==> src/rtl/spatz_pkg.sv <==
// spatz_pkg: VRF geometry, address/data types and the VRF reader state encoding
package spatz_pkg;
  localparam int unsigned NRVREG = 32;
  localparam int unsigned VLEN   = 128;
  localparam int unsigned N_IPU  = 1;
  localparam int unsigned ELEN   = 32;
  localparam int unsigned VRF_WORDS_PER_VREG = VLEN / (N_IPU * ELEN);
  localparam int unsigned VREG_AW = $clog2(NRVREG);
  localparam int unsigned WORD_AW = $clog2(VRF_WORDS_PER_VREG);
  typedef logic [VREG_AW+WORD_AW-1:0] vreg_addr_t;
  typedef logic [N_IPU*ELEN-1:0]      vreg_data_t;
  typedef enum logic [1:0] {IDLE, ISSUE, DRAIN} vrf_reader_state_e;
endpackage

==> src/rtl/spatz_vrf_reader_fifo.sv <==
// spatz_vrf_reader_fifo: operand buffer with flush; pop and push may coincide when full
module spatz_vrf_reader_fifo
  import spatz_pkg::*;
#(
  parameter int unsigned DEPTH = 4
) (
  input  logic                         clk_i,
  input  logic                         rst_ni,
  input  logic                         flush_i,
  input  logic                         push_i,
  input  vreg_data_t                   data_i,
  input  logic                         pop_i,
  output vreg_data_t                   data_o,
  output logic                         empty_o,
  output logic [$clog2(DEPTH+1)-1:0]   count_o
);
  localparam int unsigned AW = $clog2(DEPTH);
  localparam int unsigned CW = $clog2(DEPTH + 1);
  vreg_data_t    mem_q [DEPTH];
  logic [AW-1:0] wptr_q, rptr_q;
  logic [CW-1:0] count_q;
  logic          do_push, do_pop;
  assign do_pop  = pop_i && count_q != '0;
  assign do_push = push_i && (count_q != CW'(DEPTH) || do_pop);
  assign data_o  = mem_q[rptr_q];
  assign empty_o = count_q == '0;
  assign count_o = count_q;
  always_ff @(posedge clk_i or negedge rst_ni) begin
    if (!rst_ni) begin
      wptr_q  <= '0;
      rptr_q  <= '0;
      count_q <= '0;
      for (int i = 0; i < DEPTH; i++) mem_q[i] <= '0;
    end else if (flush_i) begin
      wptr_q  <= '0;
      rptr_q  <= '0;
      count_q <= '0;
    end else begin
      if (do_push) begin
        mem_q[wptr_q] <= data_i;
        wptr_q        <= wptr_q + 1'b1;
      end
      if (do_pop) rptr_q <= rptr_q + 1'b1;
      count_q <= count_q + CW'(do_push) - CW'(do_pop);
    end
  end
endmodule

==> src/rtl/spatz_vrf_reader.sv <==
// spatz_vrf_reader: streams a vreg range out of one VRF read port into a valid/ready operand stream
// SPATZ_VRF_READER_BYPASS_EN: forward rdata_i straight to the operand port when the buffer is empty
module spatz_vrf_reader
  import spatz_pkg::*;
#(
  parameter int unsigned FIFO_DEPTH = 4,
  parameter int unsigned VL_WIDTH   = 16
) (
  input  logic                          clk_i,
  input  logic                          rst_ni,
  input  logic                          req_valid_i,
  output logic                          req_ready_o,
  input  logic [4:0]                    req_vreg_i,
  input  logic [VL_WIDTH-1:0]           req_len_i,
  input  logic                          kill_i,
  output logic [$bits(vreg_addr_t)-1:0] raddr_o,
  output logic                          re_o,
  input  logic [$bits(vreg_data_t)-1:0] rdata_i,
  input  logic                          rvalid_i,
  output logic                          op_valid_o,
  input  logic                          op_ready_i,
  output logic [$bits(vreg_data_t)-1:0] op_data_o,
  output logic                          op_last_o,
  output logic                          busy_o,
  output logic                          done_o
);
  localparam int unsigned CW = $clog2(FIFO_DEPTH + 1);
  localparam logic [CW:0] DEPTH_C = (CW+1)'(FIFO_DEPTH);
  vrf_reader_state_e   state_q, state_d;
  vreg_addr_t          addr_q;
  vreg_data_t          fifo_data;
  logic [VL_WIDTH-1:0] remaining_q, len_q, hand_q;
  logic [CW-1:0]       inflight_q, inflight_d, discard_q, fifo_count;
  logic done_q, fifo_empty, accept, rsp, keep, bypass, push, pop, hs, fin;
  assign req_ready_o = state_q == IDLE && discard_q == '0;
  assign accept      = req_valid_i && req_ready_o && !kill_i;
  assign re_o        = state_q == ISSUE && ({1'b0, inflight_q} + {1'b0, fifo_count}) < DEPTH_C;
  assign raddr_o     = addr_q;
  // A response is only real if something is outstanding (or leaving this very cycle)
  assign rsp         = rvalid_i && (inflight_q != '0 || re_o);
  assign keep        = rsp && discard_q == '0 && !kill_i;
`ifdef SPATZ_VRF_READER_BYPASS_EN
  assign bypass      = keep && fifo_empty && op_ready_i;
`else
  assign bypass      = 1'b0;
`endif
  assign push        = keep && !bypass;
  assign pop         = !fifo_empty && op_ready_i;
  assign op_valid_o  = !fifo_empty || bypass;
  assign op_data_o   = bypass ? rdata_i : fifo_data;
  assign hs          = op_valid_o && op_ready_i;
  assign op_last_o   = op_valid_o && hand_q == len_q - 1'b1;
  assign fin         = hs && op_last_o && state_q != IDLE && !kill_i;
  assign busy_o      = state_q != IDLE;
  assign done_o      = done_q || fin;
  assign inflight_d  = inflight_q + CW'(re_o) - CW'(rsp);
  spatz_vrf_reader_fifo #(.DEPTH(FIFO_DEPTH)) i_fifo (
    .clk_i   (clk_i),
    .rst_ni  (rst_ni),
    .flush_i (kill_i),
    .push_i  (push),
    .data_i  (rdata_i),
    .pop_i   (pop),
    .data_o  (fifo_data),
    .empty_o (fifo_empty),
    .count_o (fifo_count)
  );
  always_comb begin
    state_d = kill_i || fin ? IDLE :
              accept && req_len_i != '0 ? ISSUE :
              state_q == ISSUE && re_o && remaining_q == VL_WIDTH'(1) ? DRAIN : state_q;
  end
  always_ff @(posedge clk_i or negedge rst_ni) begin
    if (!rst_ni) begin
      state_q     <= IDLE;
      addr_q      <= '0;
      remaining_q <= '0;
      len_q       <= '0;
      hand_q      <= '0;
      inflight_q  <= '0;
      discard_q   <= '0;
      done_q      <= 1'b0;
    end else begin
      state_q    <= state_d;
      inflight_q <= inflight_d;
      // On kill every read still outstanding belongs to the aborted request
      discard_q  <= kill_i ? inflight_d : (rsp && discard_q != '0) ? discard_q - 1'b1 : discard_q;
      done_q     <= accept && req_len_i == '0;
      if (accept) begin
        addr_q      <= {req_vreg_i, {WORD_AW{1'b0}}};
        remaining_q <= req_len_i;
        len_q       <= req_len_i;
        hand_q      <= '0;
      end else begin
        if (re_o) begin
          addr_q      <= addr_q + 1'b1;
          remaining_q <= remaining_q - 1'b1;
        end
        if (hs) hand_q <= hand_q + 1'b1;
      end
    end
  end
endmodule
==> config.mk <==
export PLATFORM = sky130hd
export DESIGN_NAME = spatz_vrf_reader
export DESIGN_NICKNAME = d
export VERILOG_FILES = /design/src/rtl/spatz_pkg.sv /design/src/rtl/spatz_vrf_reader_fifo.sv /design/src/rtl/spatz_vrf_reader.sv
export SDC_FILE = /design/constraint.sdc
export NUM_CORES = 1
export LEC_CHECK = 0
export BUFFER_PORTS_ARGS = -buffer_cell sky130_fd_sc_hd__buf_4
export CAP_MARGIN = 20
export CORE_MARGIN = 5
export CORE_UTILIZATION = 40
export CTS_BUF_LIST = sky130_fd_sc_hd__clkbuf_4
export DETAILED_ROUTE_END_ITERATION = 6
export PLACE_DENSITY = 0.56
export SLEW_MARGIN = 5
export SYNTH_ARGS = -nofsm -noshare
export SYNTH_HDL_FRONTEND = slang
export SYNTH_SLANG_ARGS = --single-unit
==> constraint.sdc <==
create_clock -name clk_i -period 3.4 [get_ports clk_i]
set_input_delay 0.17 -clock clk_i [delete_from_list [all_inputs] [get_ports clk_i]]
set_output_delay 0.17 -clock clk_i [all_outputs]
set_load 0.1 [all_outputs]
==> Flow_metrics.wiki, run 1 <==
{| class="wikitable"
! Metric !! Value
|-
| Width of the die || 165 um
|-
| Core Footprint || 23500 um2
|-
| Net count reported at finish || between 900 and 1000
|-
| Average wire per standard cell || ~18 um
|-
| Source-to-sink clock delay at the later pin of the worst-skew pair || just under 0.6 ns
|-
| Die Ht || about 160 um
|-
| Area growth from synthesis to layout || 21.2%
|-
| Net count after synthesis || ~830
|-
| Largest fanout on the critical path || 7
|-
| CP peak stage delay || between 0.5 and 0.6 ns
|-
| Max H-tree Level || 4
|-
| Post-placement cell area || roughly 11000 um2
|-
| Site Rows || between 50 and 60
|-
| Inst Count DP || around 1200
|-
| Pwr per Cell Area || slightly below 900 nW/um2
|-
| CTS tree || yes
|-
| Outcome || finished clean
|-
| Maximum clock path buffer count || 2
|-
| Worst voltage drop across the vdd grid || 0.669 mV
|-
| Final setup violation count || 0
|-
| # port buffers || roughly 100
|-
| Highest layer used for signal routing || met4
|-
| Initial cell density of the core || between 40% and 50%
|-
| Launching element type of the critical path || flip-flop
|-
| Top cell types by occurrence after synthesis || sky130_fd_sc_hd__dfrtp_1 (199), sky130_fd_sc_hd__mux2_2 (108), sky130_fd_sc_hd__nand2_1 (70)
|-
| Max-cap viol count || 0
|-
| Post-detail-place hpwl || approximately 15000 um
|-
| Worst Clk Skew || around 0.036 ns
|-
| Slowest library cell on the worst path || sky130_fd_sc_hd__dfrtp_1
|-
| Main flop type after synthesis || sky130_fd_sc_hd__dfrtp_1
|-
| Cell area after synthesis || between 9000 and 10000 um2
|-
| Data arrival time of the critical path || 3.01 ns
|-
| Sequential fraction of the synthesis area || approximately half
|-
| Distinct cells, synth || 60
|-
| Die area || around 27000 um2
|-
| Warning count from the yosys run || 0
|-
| Final standard cell area without fillers || between 10000 and 15000 um2
|-
| Vias in the first global route || 7183
|-
| Detailed router's first-iteration violation count || around 310
|-
| Post-route clock period utilization || 93.6%
|-
| Hold Path Cell Cnt || 5
|-
| Worst min path class || primary input to flip-flop
|-
| Dominant delay contributor by cell family on the critical path || simple AND/OR/NAND/NOR gates
|-
| Endpoint type of the worst setup path || primary output
|-
| Maximum clock frequency || about 310 MHz
|-
| Length of routed wiring on met1 || between 10000 and 15000 um
|-
| Number of buffers created by CTS || 17
|-
| Clock-pin slew on the worst setup and hold paths || approximately 0.18 ns
|-
| Gate count of the mapped netlist || ~750
|-
| Worst relative slew slack || a little under 50%
|-
| Non-filler instance count after layout || 1247
|-
| Remaining Overflow, GRT || 0
|-
| Worst path buffer plus inverter count || 1
|-
| Top cell by count, worst path || sky130_fd_sc_hd__a211o_1
|-
| Number of remaining DRC errors || 0
|-
| Layout cell share with drive strength beyond 1 || 34.3%
|-
| CP Data Required Time || 3.23 ns
|-
| Count of vias placed by the detailed router || around 6600
|-
| RSZ-0062 raised after global routing || no
|-
| Synth area leaders || sky130_fd_sc_hd__dfrtp_1 (52%), sky130_fd_sc_hd__mux2_2 (13%), sky130_fd_sc_hd__mux4_2 (7.5%), sky130_fd_sc_hd__nand2_1 (2.7%), sky130_fd_sc_hd__mux2_1 (2.5%)
|-
| Total iterations of the first detailed-routing run || 5
|-
| Flop and latch count out of synthesis || 199
|-
| Worst-margin pin slew || 0.778 ns
|-
| Detailed-routed wire length on met3 || 816 um
|-
| Wire length of the first global-routing pass || between 30000 and 40000 um
|-
| Count of endpoints failing hold in the final timing report || 0
|-
| Final-report max-slew violation count || 0
|-
| Largest area contributor in the netlist || sky130_fd_sc_hd__dfrtp_1
|-
| Pleak || 5.41 nW
|-
| Initial antenna violation count || 1
|-
| Critical path class || flip-flop to primary output
|-
| Pin count of the biggest net entering global routing || 91
|-
| Final antenna-violating net count || 0
|-
| Yosys top cell area share || roughly 52%
|-
| Wire length after detailed routing || roughly 22000 um
|-
| Cell at the root of the clock tree || sky130_fd_sc_hd__clkbuf_4
|-
| Placer's final routability congestion estimate || approximately 0.88
|-
| Sequence of cells on the critical path || nor3_1 > nand2_2 > a211o_1 > a211o_1 > nor4_4 > a21o_4 > buf_6
|-
| Stages on the worst setup path || 7
|-
| Setup total negative slack || 0 ns
|-
| Cell with the most instances after synthesis || sky130_fd_sc_hd__dfrtp_1
|-
| Post-route minimum period || approximately 3.2 ns
|-
| Avg Cell Area, Syn || between 10 and 15 um2
|-
| FF-to-FF path depth || 14
|-
| Met2 wire length || ~11000 um
|-
| IO Pins || between 100 and 150
|-
| Vias per Instance || 5.27
|-
| Async set-reset flop share out of synthesis || 100%
|-
| Sinks on the clock net || approximately 200
|-
| Global-route total usage across every layer || ~17%
|-
| Count of flip-flops with a built-in enable after synthesis || 0
|}
==> tightest hold or removal path, delay by kind of cell <==
kind                   cells  cell delay [ns]
buffers and inverters      2             0.31
and+or+nand+nor            3             0.20
==> power by group <==
part	switching, mW	total [mW]	internal [mW]
clock network	0.881	1.21	0.332
registers	0.583	3.63	3.04
logic	3.72	5.48	1.75
==> layer usage <==
layer / track usage [%] / up-vias
li1: - / 3052
met1: 22.9 / 3357
met2: 28.9 / 142
met3: 3.49 / 15
met4: 3.78 / 0
met5: 0 / -
==> cell type report <==
| class | instances | area (um2) |
|---|---|---|
| well taps | 319 | 399 |
| clock inverters | 14 | 136 |
| diodes | 1 | 2.50 |
| clock buffers | 18 | 135 |
| repair buffers | 178 | 1520 |
| fillers | 2125 | 11900 |
| inverters | 22 | 82.6 |
| multi-input cells | 496 | 4370 |
| flip-flops and latches | 199 | 4980 |
==> cells by family (layout without fill, tap and decap cells) <==
logic type	count (synthesis)	after routing	synth area share, %
fa+ha+maj	19	19	2.63
xor+xnor	41	41	3.74
flops	199	199	51.9
compound gates	77	77	5.46
mux	164	164	23.0
simple gates	195	195	10.4
other cells	0	1	0
buf+inv	58	232	2.88
==> worst paths after layout <==
kind                                   from               end  slack [ns]
max                                len_q[3]            done_o        0.22
min                             req_valid_i          len_q[3]        0.12
max reg2reg                   inflight_q[1]      discard_q[2]        0.46
min reg2reg                i_fifo.mem_q[73]  i_fifo.mem_q[73]        0.52
max in group asynchronous            rst_ni  i_fifo.mem_q[88]        2.20
min in group asynchronous            rst_ni  i_fifo.mem_q[36]        0.20
==> metrics by stage <==
stage                     worst slack [ns]  util, %  power (mW)  hold WS [ns]
after floorplan                    0.00548        -        7.90        -0.126
after global placement               0.655     45.7        8.96         0.273
after detailed placement             0.470     45.7        9.12         0.288
after CTS                           0.0237     49.3        10.4        0.0521
after global routing               0.00182     49.4        10.9        0.0457
final                                0.219     49.4        10.3         0.120
==> flip-flops by register name, summed over array words and instances, names as in the netlist <==
| name | cells |
|---|---|
| i_fifo.mem_q | 128 |
| discard_q | 3 |
| i_fifo.rptr_q | 2 |
| done_q | 1 |
| len_q | 16 |
| state_q | 2 |
| i_fifo.count_o | 3 |
| inflight_q | 3 |
| remaining_q | 16 |
| raddr_o | 7 |
| i_fifo.wptr_q | 2 |
| hand_q | 16 |
==> layout by cell type (no fill, tap or decap), types with 3 or more instances in the layout <==
cell / n
sky130_fd_sc_hd__a211oi_1: 3
sky130_fd_sc_hd__a21oi_1: 9
sky130_fd_sc_hd__a31oi_1: 4
sky130_fd_sc_hd__and3_1: 6
sky130_fd_sc_hd__buf_12: 3
sky130_fd_sc_hd__buf_4: 117
sky130_fd_sc_hd__clkbuf_4: 18
sky130_fd_sc_hd__clkinvlp_4: 3
sky130_fd_sc_hd__dfrtp_1: 197
sky130_fd_sc_hd__dlygate4sd3_1: 56
sky130_fd_sc_hd__ha_1: 17
sky130_fd_sc_hd__inv_1: 20
sky130_fd_sc_hd__inv_6: 7
sky130_fd_sc_hd__mux2_1: 21
sky130_fd_sc_hd__mux2_2: 108
sky130_fd_sc_hd__mux2i_1: 3
sky130_fd_sc_hd__mux4_2: 32
sky130_fd_sc_hd__nand2_1: 70
sky130_fd_sc_hd__nand2_2: 5
sky130_fd_sc_hd__nand3_1: 19
sky130_fd_sc_hd__nand4_1: 9
sky130_fd_sc_hd__nor2_1: 36
sky130_fd_sc_hd__nor2b_1: 5
sky130_fd_sc_hd__nor3_1: 14
sky130_fd_sc_hd__nor4_1: 6
sky130_fd_sc_hd__o211ai_1: 9
sky130_fd_sc_hd__o21ai_0: 25
sky130_fd_sc_hd__o311ai_0: 11
sky130_fd_sc_hd__or3_1: 4
sky130_fd_sc_hd__xnor2_1: 24
sky130_fd_sc_hd__xor2_1: 17
==> timing repair <==
item | CTS | global route
endpoints found under the setup margin | 2 | 2
pin swaps | 1 | 1
setup buffers | 0 | 2
endpoints found under the hold margin | 266 | 0
hold buffers | 56 | 0
resized for setup | 1 | 4
No activity file was read; power rests on OpenSTA's default activity.
==> inputs of run 2 (changes only) <==
--- a/config.mk
+++ b/config.mk
@@ -10,8 +10,10 @@
 export CORE_MARGIN = 5
 export CORE_UTILIZATION = 40
 export CTS_BUF_LIST = sky130_fd_sc_hd__clkbuf_4
+export CTS_CLUSTER_SIZE = 40
 export DETAILED_ROUTE_END_ITERATION = 6
 export PLACE_DENSITY = 0.56
+export SETUP_SLACK_MARGIN = 0.3
 export SLEW_MARGIN = 5
 export SYNTH_ARGS = -nofsm -noshare
 export SYNTH_HDL_FRONTEND = slang
==> run 2 against run 1 <==
- utilization up 1.3 points
- final cell count grew 1.4%
- non-clock buffer count rose by 17
- fmax is 2.9% higher
- die area unchanged
- count of clock-buffer cells in the layout down 1
- routed wire length is 0.44% lower
- flip-flop and latch count is the same
- final area grew 2.6%
- setup slack improved by 0.088 ns
- register-to-register slack better by 0.02 ns
- worst hold slack lost 0.025 ns
- critical endpoint unchanged
- largest power group unchanged
- highest routed layer unchanged
==> Flow_metrics.wiki, run 2 (synthesized netlist as in run 1, its figures left out) <==
{| class="wikitable"
! Metric !! Value
|-
| CTS tree || yes
|-
| Setup slack of the most critical reg-to-reg path || 0.48 ns (+0.02 ns)
|-
| Worst relative slew slack || 39.4% (-8.7 points)
|-
| Largest fanout on the critical path || 3 (-4)
|-
| Data arrival time of the critical path || 2.92 ns (-0.09 ns)
|-
| FF-to-FF path depth || 14 (unchanged)
|-
| Outcome || finished clean
|-
| Die Ht || 165 um (unchanged)
|-
| Final setup violation count || 0 (unchanged)
|-
| # port buffers || 103 (unchanged)
|-
| Sinks on the clock net || 199 (unchanged)
|-
| Wire length of the first global-routing pass || 36700 um (-1.0%)
|-
| Width of the die || 165 um (unchanged)
|-
| Pin count of the biggest net entering global routing || 105 (+15%)
|-
| Final antenna-violating net count || 0 (unchanged)
|-
| Maximum clock frequency || 323 MHz (+2.9%)
|-
| Pwr per Cell Area || 902 nW/um2 (+1.7%)
|-
| Endpoint type of the worst setup path || primary output
|-
| Worst min path class || primary input to flip-flop
|-
| Launching element type of the critical path || flip-flop
|-
| Internal Power || 5.42 mW (+5.7%)
|-
| Post-route clock period utilization || 91.0% (-2.6 points)
|-
| Detailed router's first-iteration violation count || 290 (-7.6%)
|-
| Critical register-to-register path endpoint || discard_q[2]
|-
| Max H-tree Level || 4 (unchanged)
|-
| Number of buffers created by CTS || 17 (unchanged)
|-
| Vias in the first global route || 7237 (+0.75%)
|-
| Launch instance of the worst min-delay path || req_valid_i
|-
| Fraction of power spent switching nets || 49.6% (-0.67 points)
|-
| IO Pins || 104 (unchanged)
|-
| Clock Power Share || 13.0% (+1.2 points)
|-
| Wire length after detailed routing || 22300 um (-0.44%)
|-
| RSZ-0062 raised after global routing || yes
|-
| Layout cell share with drive strength beyond 1 || 36.8% (+2.5 points)
|-
| Core Footprint || 23500 um2 (unchanged)
|-
| Critical path class || flip-flop to primary output
|-
| Worst-margin pin slew || 0.909 ns (+0.131 ns)
|-
| Net count reported at finish || 1009 (+1.7%)
|-
| Average wire per standard cell || 17.7 um (-1.8%)
|-
| CP Data Required Time || 3.23 ns (about the same)
|-
| Maximum clock path buffer count || 2 (unchanged)
|-
| Clock-pin slew on the worst setup and hold paths || 0.19 ns (about the same)
|-
| Count of endpoints failing hold in the final timing report || 0 (unchanged)
|-
| Share of total power in combinational logic || 53.1% (about the same)
|-
| Post-route minimum period || 3.09 ns (-0.0882 ns)
|-
| Post-Place Setup Slack || 0.541 ns (+0.0714 ns)
|-
| Source-to-sink clock delay at the later pin of the worst-skew pair || 0.58 ns (about the same)
|-
| Remaining Overflow, GRT || 0 (unchanged)
|-
| Worst voltage drop across the vdd grid || 0.851 mV (+27%)
|-
| Worst Clk Skew || 0.0276 ns (-0.00871 ns)
|-
| Post-detail-place hpwl || 14900 um (-2.9%)
|-
| Count of vias placed by the detailed router || 6660 (+1.4%)
|-
| Setup total negative slack || 0 ns (unchanged)
|-
| Global-route total usage across every layer || 16.9% (-0.20 points)
|-
| Total iterations of the first detailed-routing run || 4 (-1)
|-
| Die area || 27200 um2 (unchanged)
|-
| Max-cap viol count || 0 (unchanged)
|-
| Placer's final routability congestion estimate || 0.836 (-5.0%)
|-
| Register containing the most flip-flops in the final layout || i_fifo.mem_q
|-
| Initial antenna violation count || 1 (unchanged)
|-
| Area growth from synthesis to layout || 24.3%
|-
| Final-report max-slew violation count || 0 (unchanged)
|-
| Pleak || 5.55 nW (+2.6%)
|-
| Commonest non-fill, non-tap cell in the layout || sky130_fd_sc_hd__dfrtp_1
|-
| Share of total power in sequential cells || 33.9% (-1.2 points)
|-
| Launch point of the worst reg-to-reg path || inflight_q[1]
|-
| Cell at the root of the clock tree || sky130_fd_sc_hd__clkbuf_4
|-
| Commonest non-fill, non-tap cells in the layout || sky130_fd_sc_hd__dfrtp_1 (189), sky130_fd_sc_hd__buf_4 (130), sky130_fd_sc_hd__mux2_2 (108)
|-
| Site Rows || 56 (unchanged)
|-
| Vias per Instance || 5.27 (about the same)
|-
| Setup slack after layout || 0.307 ns (+0.0882 ns)
|-
| Number of remaining DRC errors || 0 (unchanged)
|-
| Hold Path Cell Cnt || 5 (unchanged)
|-
| Sw power || 5.34 mW (+2.9%)
|-
| Worst Hold End || remaining_q[1]
|-
| Flip-flop count of the largest register after layout || 128 (unchanged)
|-
| Initial cell density of the core || 40.8% (unchanged)
|}
-- run 2: cell types whose count changed in the layout (fill, tap and decap cells not counted), moves of 2 or more --
cell	before	now
sky130_fd_sc_hd__inv_12	0	3
sky130_fd_sc_hd__clkinv_8	2	4
sky130_fd_sc_hd__dfrtp_2	2	10
sky130_fd_sc_hd__buf_4	117	130
sky130_fd_sc_hd__inv_6	7	0
sky130_fd_sc_hd__inv_8	1	5
sky130_fd_sc_hd__clkinvlp_4	3	1
sky130_fd_sc_hd__buf_12	3	7
sky130_fd_sc_hd__dfrtp_1	197	189
-- run 2: routing by layer --
layer	GRT usage (%)	share of wire (%)
met1	22.2	45
met2	28.9	50
met3	3.07	3.6
met4	4.95	1.2
met5	0	0
-- run 2: critical path, cell delays in order (launching register included) --
cell,delay [ns]
sky130_fd_sc_hd__dfrtp_2,0.46
sky130_fd_sc_hd__or3_4,0.40
sky130_fd_sc_hd__or4_4,0.44
sky130_fd_sc_hd__a21oi_2,0.15
sky130_fd_sc_hd__o2111ai_2,0.15
sky130_fd_sc_hd__nor4_4,0.28
sky130_fd_sc_hd__buf_4,0.18
sky130_fd_sc_hd__a21o_4,0.12
sky130_fd_sc_hd__buf_12,0.16
-- run 2: how the worst max path moves through the flow --
stage	from	end	slack, ns	depth (start not counted)
floorplan	len_q[0]	done_o	0.08	8
global placement	i_fifo.count_o[1]	discard_q[2]	0.66	14
detailed placement	inflight_q[1]	discard_q[2]	0.54	14
CTS	len_q[0]	done_o	0.30	10
global route	len_q[2]	done_o	0.16	8
finish	len_q[2]	done_o	0.31	8
-- run 2: repair_timing --
action | CTS | global route
endpoints found under the setup margin | 2 | 2
buffers inserted | 12 | 12
pin swaps | 2 | 8
resized for setup | 16 | 7
hold buffers | 56 | 0
endpoints found under the hold margin | 282 | 0
-- run 2: area by class of cell --
class | count | area (um2)
antenna | 1 | 2.50
clock buffer | 17 | 128
clock inverter | 15 | 216
fill | 2145 | 11600
inverter | 22 | 82.6
multi-input combinational | 496 | 4410
sequential | 199 | 4990
tap | 319 | 399
timing repair buffer | 195 | 1700
-- run 2: per-stage QoR --
stage / cells / util [%] / hold slack, ns / power (mW) / instance area (um2)
floorplan: 753 / - / -0.126 / 7.90 / 9600
global placement: 1151 / 45.7 / 0.329 / 8.98 / 10800
detailed placement: 1151 / 45.7 / 0.335 / 9.12 / 10800
CTS: 1251 / 50.1 / 0.0369 / 10.7 / 11800
global route: 1264 / 50.7 / 0.0952 / 11.4 / 11900
finish: 1264 / 50.7 / 0.0952 / 10.8 / 11900
-- run 2: power groups by stage --
stage,sequential (mW),clock [mW],combinational [mW]
after floorplan,3.75,0,4.15
after global placement,3.67,0,5.30
after detailed placement,3.73,0,5.38
after CTS,3.67,1.46,5.60
after global routing,3.76,1.54,6.06
final,3.65,1.40,5.71
==> inputs of run 3 (changes only) <==
--- a/config.mk
+++ b/config.mk
@@ -7,14 +7,15 @@
 export LEC_CHECK = 0
 export BUFFER_PORTS_ARGS = -buffer_cell sky130_fd_sc_hd__buf_4
 export CAP_MARGIN = 20
+export CELL_PAD_IN_SITES_DETAIL_PLACEMENT = 0
+export CELL_PAD_IN_SITES_GLOBAL_PLACEMENT = 2
 export CORE_MARGIN = 5
 export CORE_UTILIZATION = 40
 export CTS_BUF_LIST = sky130_fd_sc_hd__clkbuf_4
 export CTS_CLUSTER_SIZE = 40
 export DETAILED_ROUTE_END_ITERATION = 6
-export PLACE_DENSITY = 0.56
+export PLACE_DENSITY = 0.77
 export SETUP_SLACK_MARGIN = 0.3
-export SLEW_MARGIN = 5
 export SYNTH_ARGS = -nofsm -noshare
 export SYNTH_HDL_FRONTEND = slang
 export SYNTH_SLANG_ARGS = --single-unit
==> run 3 against run 2 <==
- total power is 0.82% lower
- utilization is 0.17 points lower
- via count is 0.60% lower
- first-iteration DRC count is 37% higher
- clock skew is 0.0058 ns higher
- critical path depth stayed put
- clock power hardly changed
- worst hold slack worse by 0.012 ns
- global-route usage is 0.37 points higher
- routed wire length hardly changed
- final area is 0.34% lower
- highest routed layer unchanged
==> Flow_metrics.wiki, run 3 (synthesized netlist as in run 1, its figures left out) <==
{| class="wikitable"
! Metric !! Value
|-
| Outcome || finished clean
|-
| Total iterations of the first detailed-routing run || 4 (unchanged)
|-
| Setup total negative slack || 0 ns (unchanged)
|-
| Source-to-sink clock delay at the later pin of the worst-skew pair || 0.59 ns (about the same)
|-
| Maximum clock path buffer count || 2 (unchanged)
|-
| Post-detail-place hpwl || 15500 um (+4.3%)
|-
| Worst-margin pin slew || 0.727 ns (-0.182 ns)
|-
| Post-placement cell area || 10800 um2 (unchanged)
|-
| Hold slack || 0.0833 ns (-0.0119 ns)
|-
| Count of endpoints failing hold in the final timing report || 0 (unchanged)
|-
| Sinks on the clock net || 199 (unchanged)
|-
| RSZ-0062 raised after global routing || yes
|-
| Die area || 27200 um2 (unchanged)
|-
| Largest fanout on the critical path || 5 (+2)
|-
| Commonest non-fill, non-tap cells in the layout || sky130_fd_sc_hd__dfrtp_1 (190), sky130_fd_sc_hd__buf_4 (130), sky130_fd_sc_hd__mux2_2 (108)
|-
| # port buffers || 103 (unchanged)
|-
| Detailed router's first-iteration violation count || 396 (+37%)
|-
| Width of the die || 165 um (unchanged)
|-
| Number of remaining DRC errors || 0 (unchanged)
|-
| Post-route clock period utilization || 89.1% (-1.9 points)
|-
| Initial cell density of the core || 40.8% (unchanged)
|-
| Endpoint type of the worst setup path || primary output
|-
| Worst setup endpoint || done_o
|-
| Final-report max-slew violation count || 0 (unchanged)
|-
| Data arrival time of the critical path || 2.86 ns (-0.06 ns)
|-
| Worst voltage drop across the vdd grid || 0.676 mV (-21%)
|-
| Number of buffers created by CTS || 17 (unchanged)
|-
| Final standard cell area without fillers || 11900 um2 (-0.34%)
|-
| Max-cap viol count || 0 (unchanged)
|-
| Final antenna-violating net count || 0 (unchanged)
|-
| Commonest non-fill, non-tap cell in the layout || sky130_fd_sc_hd__dfrtp_1
|-
| CP Data Required Time || 3.23 ns (about the same)
|-
| Flip-flop count of the largest register after layout || 128 (unchanged)
|-
| Worst Clk Skew || 0.0334 ns (+0.00575 ns)
|-
| FF-to-FF path depth || 14 (unchanged)
|-
| Wire length of the first global-routing pass || 37400 um (+1.8%)
|-
| Net count reported at finish || 1006 (-0.30%)
|-
| Pwr per Cell Area || 898 nW/um2 (-0.49%)
|-
| Count of vias placed by the detailed router || 6620 (-0.60%)
|-
| Site Rows || 56 (unchanged)
|-
| Vias per Instance || 5.25 (-0.44%)
|-
| Initial antenna violation count || 1 (unchanged)
|-
| Clock-pin slew on the worst setup and hold paths || 0.21 ns (+0.02 ns)
|-
| Layout cell share with drive strength beyond 1 || 36.9% (+0.12 points)
|-
| Die Ht || 165 um (unchanged)
|-
| Fill cell instance count of the final layout || 2070 (-3.5%)
|-
| Core Footprint || 23500 um2 (unchanged)
|-
| Average wire per standard cell || 17.7 um (+0.10%)
|-
| Placer's final routability congestion estimate || 0.852 (+1.9%)
|-
| Launching element type of the critical path || flip-flop
|-
| Post-route minimum period || 3.03 ns (-0.0638 ns)
|-
| Cell at the root of the clock tree || sky130_fd_sc_hd__clkbuf_4
|-
| Vias in the first global route || 7121 (-1.6%)
|-
| Register containing the most flip-flops in the final layout || i_fifo.mem_q
|-
| Max H-tree Level || 4 (unchanged)
|-
| Launch point of the worst reg-to-reg path || inflight_q[1]
|-
| Final setup violation count || 0 (unchanged)
|-
| Remaining Overflow, GRT || 0 (unchanged)
|-
| Worst min path class || primary input to asynchronous set/reset pin
|-
| Critical register-to-register path endpoint || discard_q[2]
|-
| Worst relative slew slack || 51.5% (+12 points)
|-
| Maximum clock frequency || 330 MHz (+2.1%)
|-
| Area growth from synthesis to layout || 23.9%
|-
| Pin count of the biggest net entering global routing || 107 (+1.9%)
|-
| Wire length after detailed routing || 22300 um (about the same)
|-
| Final Total Pwr || 10.7 mW (-0.82%)
|-
| CTS tree || yes
|-
| IO Pins || 104 (unchanged)
|-
| Critical path class || flip-flop to primary output
|-
| Setup slack of the most critical reg-to-reg path || 0.55 ns (+0.07 ns)
|-
| Global-route total usage across every layer || 17.3% (+0.37 points)
|-
| Critical Path Source || len_q[4]
|-
| Pleak || 5.51 nW (-0.70%)
|}
-- run 3: cell count changes in the layout (fill, tap and decap cells not counted), moves of 2 or more --
cell,before,now
sky130_fd_sc_hd__inv_8,5,0
sky130_fd_sc_hd__buf_12,7,4
sky130_fd_sc_hd__clkinv_8,4,6
sky130_fd_sc_hd__inv_1,20,18
sky130_fd_sc_hd__inv_12,3,5
sky130_fd_sc_hd__inv_2,2,4
sky130_fd_sc_hd__inv_6,0,2
sky130_fd_sc_hd__nor4_1,6,4
sky130_fd_sc_hd__nor4_2,0,2
-- run 3: layout make-up --
class	count	area, um2	share of cell area [%]
timing repair buffer	192	1640	13.8
inverter	22	82.6	0.695
multi-input combinational	496	4420	37.1
clock buffer	17	128	1.07
sequential	199	4990	42.0
clock inverter	15	225	1.89
tap	319	399	3.36
antenna	2	5.00	0.0421
-- run 3: metrics by stage --
stage	instances	utilization, %	setup slack [ns]
4_1_cts	1259	50.2	0.301
2_1_floorplan	753	-	0.0805
5_1_grt	1262	50.5	0.185
3_3_place_gp	1156	45.7	0.659
6_report	1262	50.5	0.371
3_5_place_dp	1156	45.7	0.577
-- run 3: power breakdown --
| part | total (mW) | internal [mW] | leakage [nW] | switching [mW] |
|---|---|---|---|---|
| sequential | 3.68 | 3.05 | 2.62 | 0.625 |
| combinational | 5.62 | 1.89 | 2.72 | 3.73 |
| clock | 1.38 | 0.393 | 0.179 | 0.989 |
| total | 10.7 | 5.33 | 5.51 | 5.34 |
-- run 3: how the worst min path moves through the flow --
stage	startpoint	to	slack, ns
after floorplan	rst_ni	discard_q[0]	-0.13
after global placement	rst_ni	i_fifo.mem_q[100]	0.14
after detailed placement	rst_ni	i_fifo.mem_q[100]	0.16
final	rst_ni	i_fifo.mem_q[76]	0.08
after CTS	rst_ni	i_fifo.mem_q[114]	0.008
after global routing	rst_ni	i_fifo.mem_q[49]	0.02
-- run 3: repair_timing --
item,in CTS,in global routing
hold buffers,56,0
cloned,0,0
endpoints found under the setup margin,2,2
setup buffers,15,1
pin swaps,2,4
endpoints found under the hold margin,262,0
resized for setup,14,12
-- run 3: worst max-delay path, stage by stage (launching register included) --
cell and delay (ns):
sky130_fd_sc_hd__dfrtp_1 0.51, sky130_fd_sc_hd__or3_4 0.37, sky130_fd_sc_hd__or4_4 0.43, sky130_fd_sc_hd__a21oi_2 0.17
sky130_fd_sc_hd__o2111ai_2 0.17, sky130_fd_sc_hd__nor4_4 0.16, sky130_fd_sc_hd__buf_4 0.18, sky130_fd_sc_hd__a21o_4 0.13
sky130_fd_sc_hd__buf_12 0.17
-- run 3: routing by layer --
metal / vias to the layer above / global-route usage [%] / part of all wire [%]
li1: 3087 / - / -
met1: 3394 / 23.0 / 45
met2: 129 / 29.7 / 51
met3: 10 / 3.34 / 3.5
met4: 0 / 3.48 / 0.77
met5: - / 0 / 0
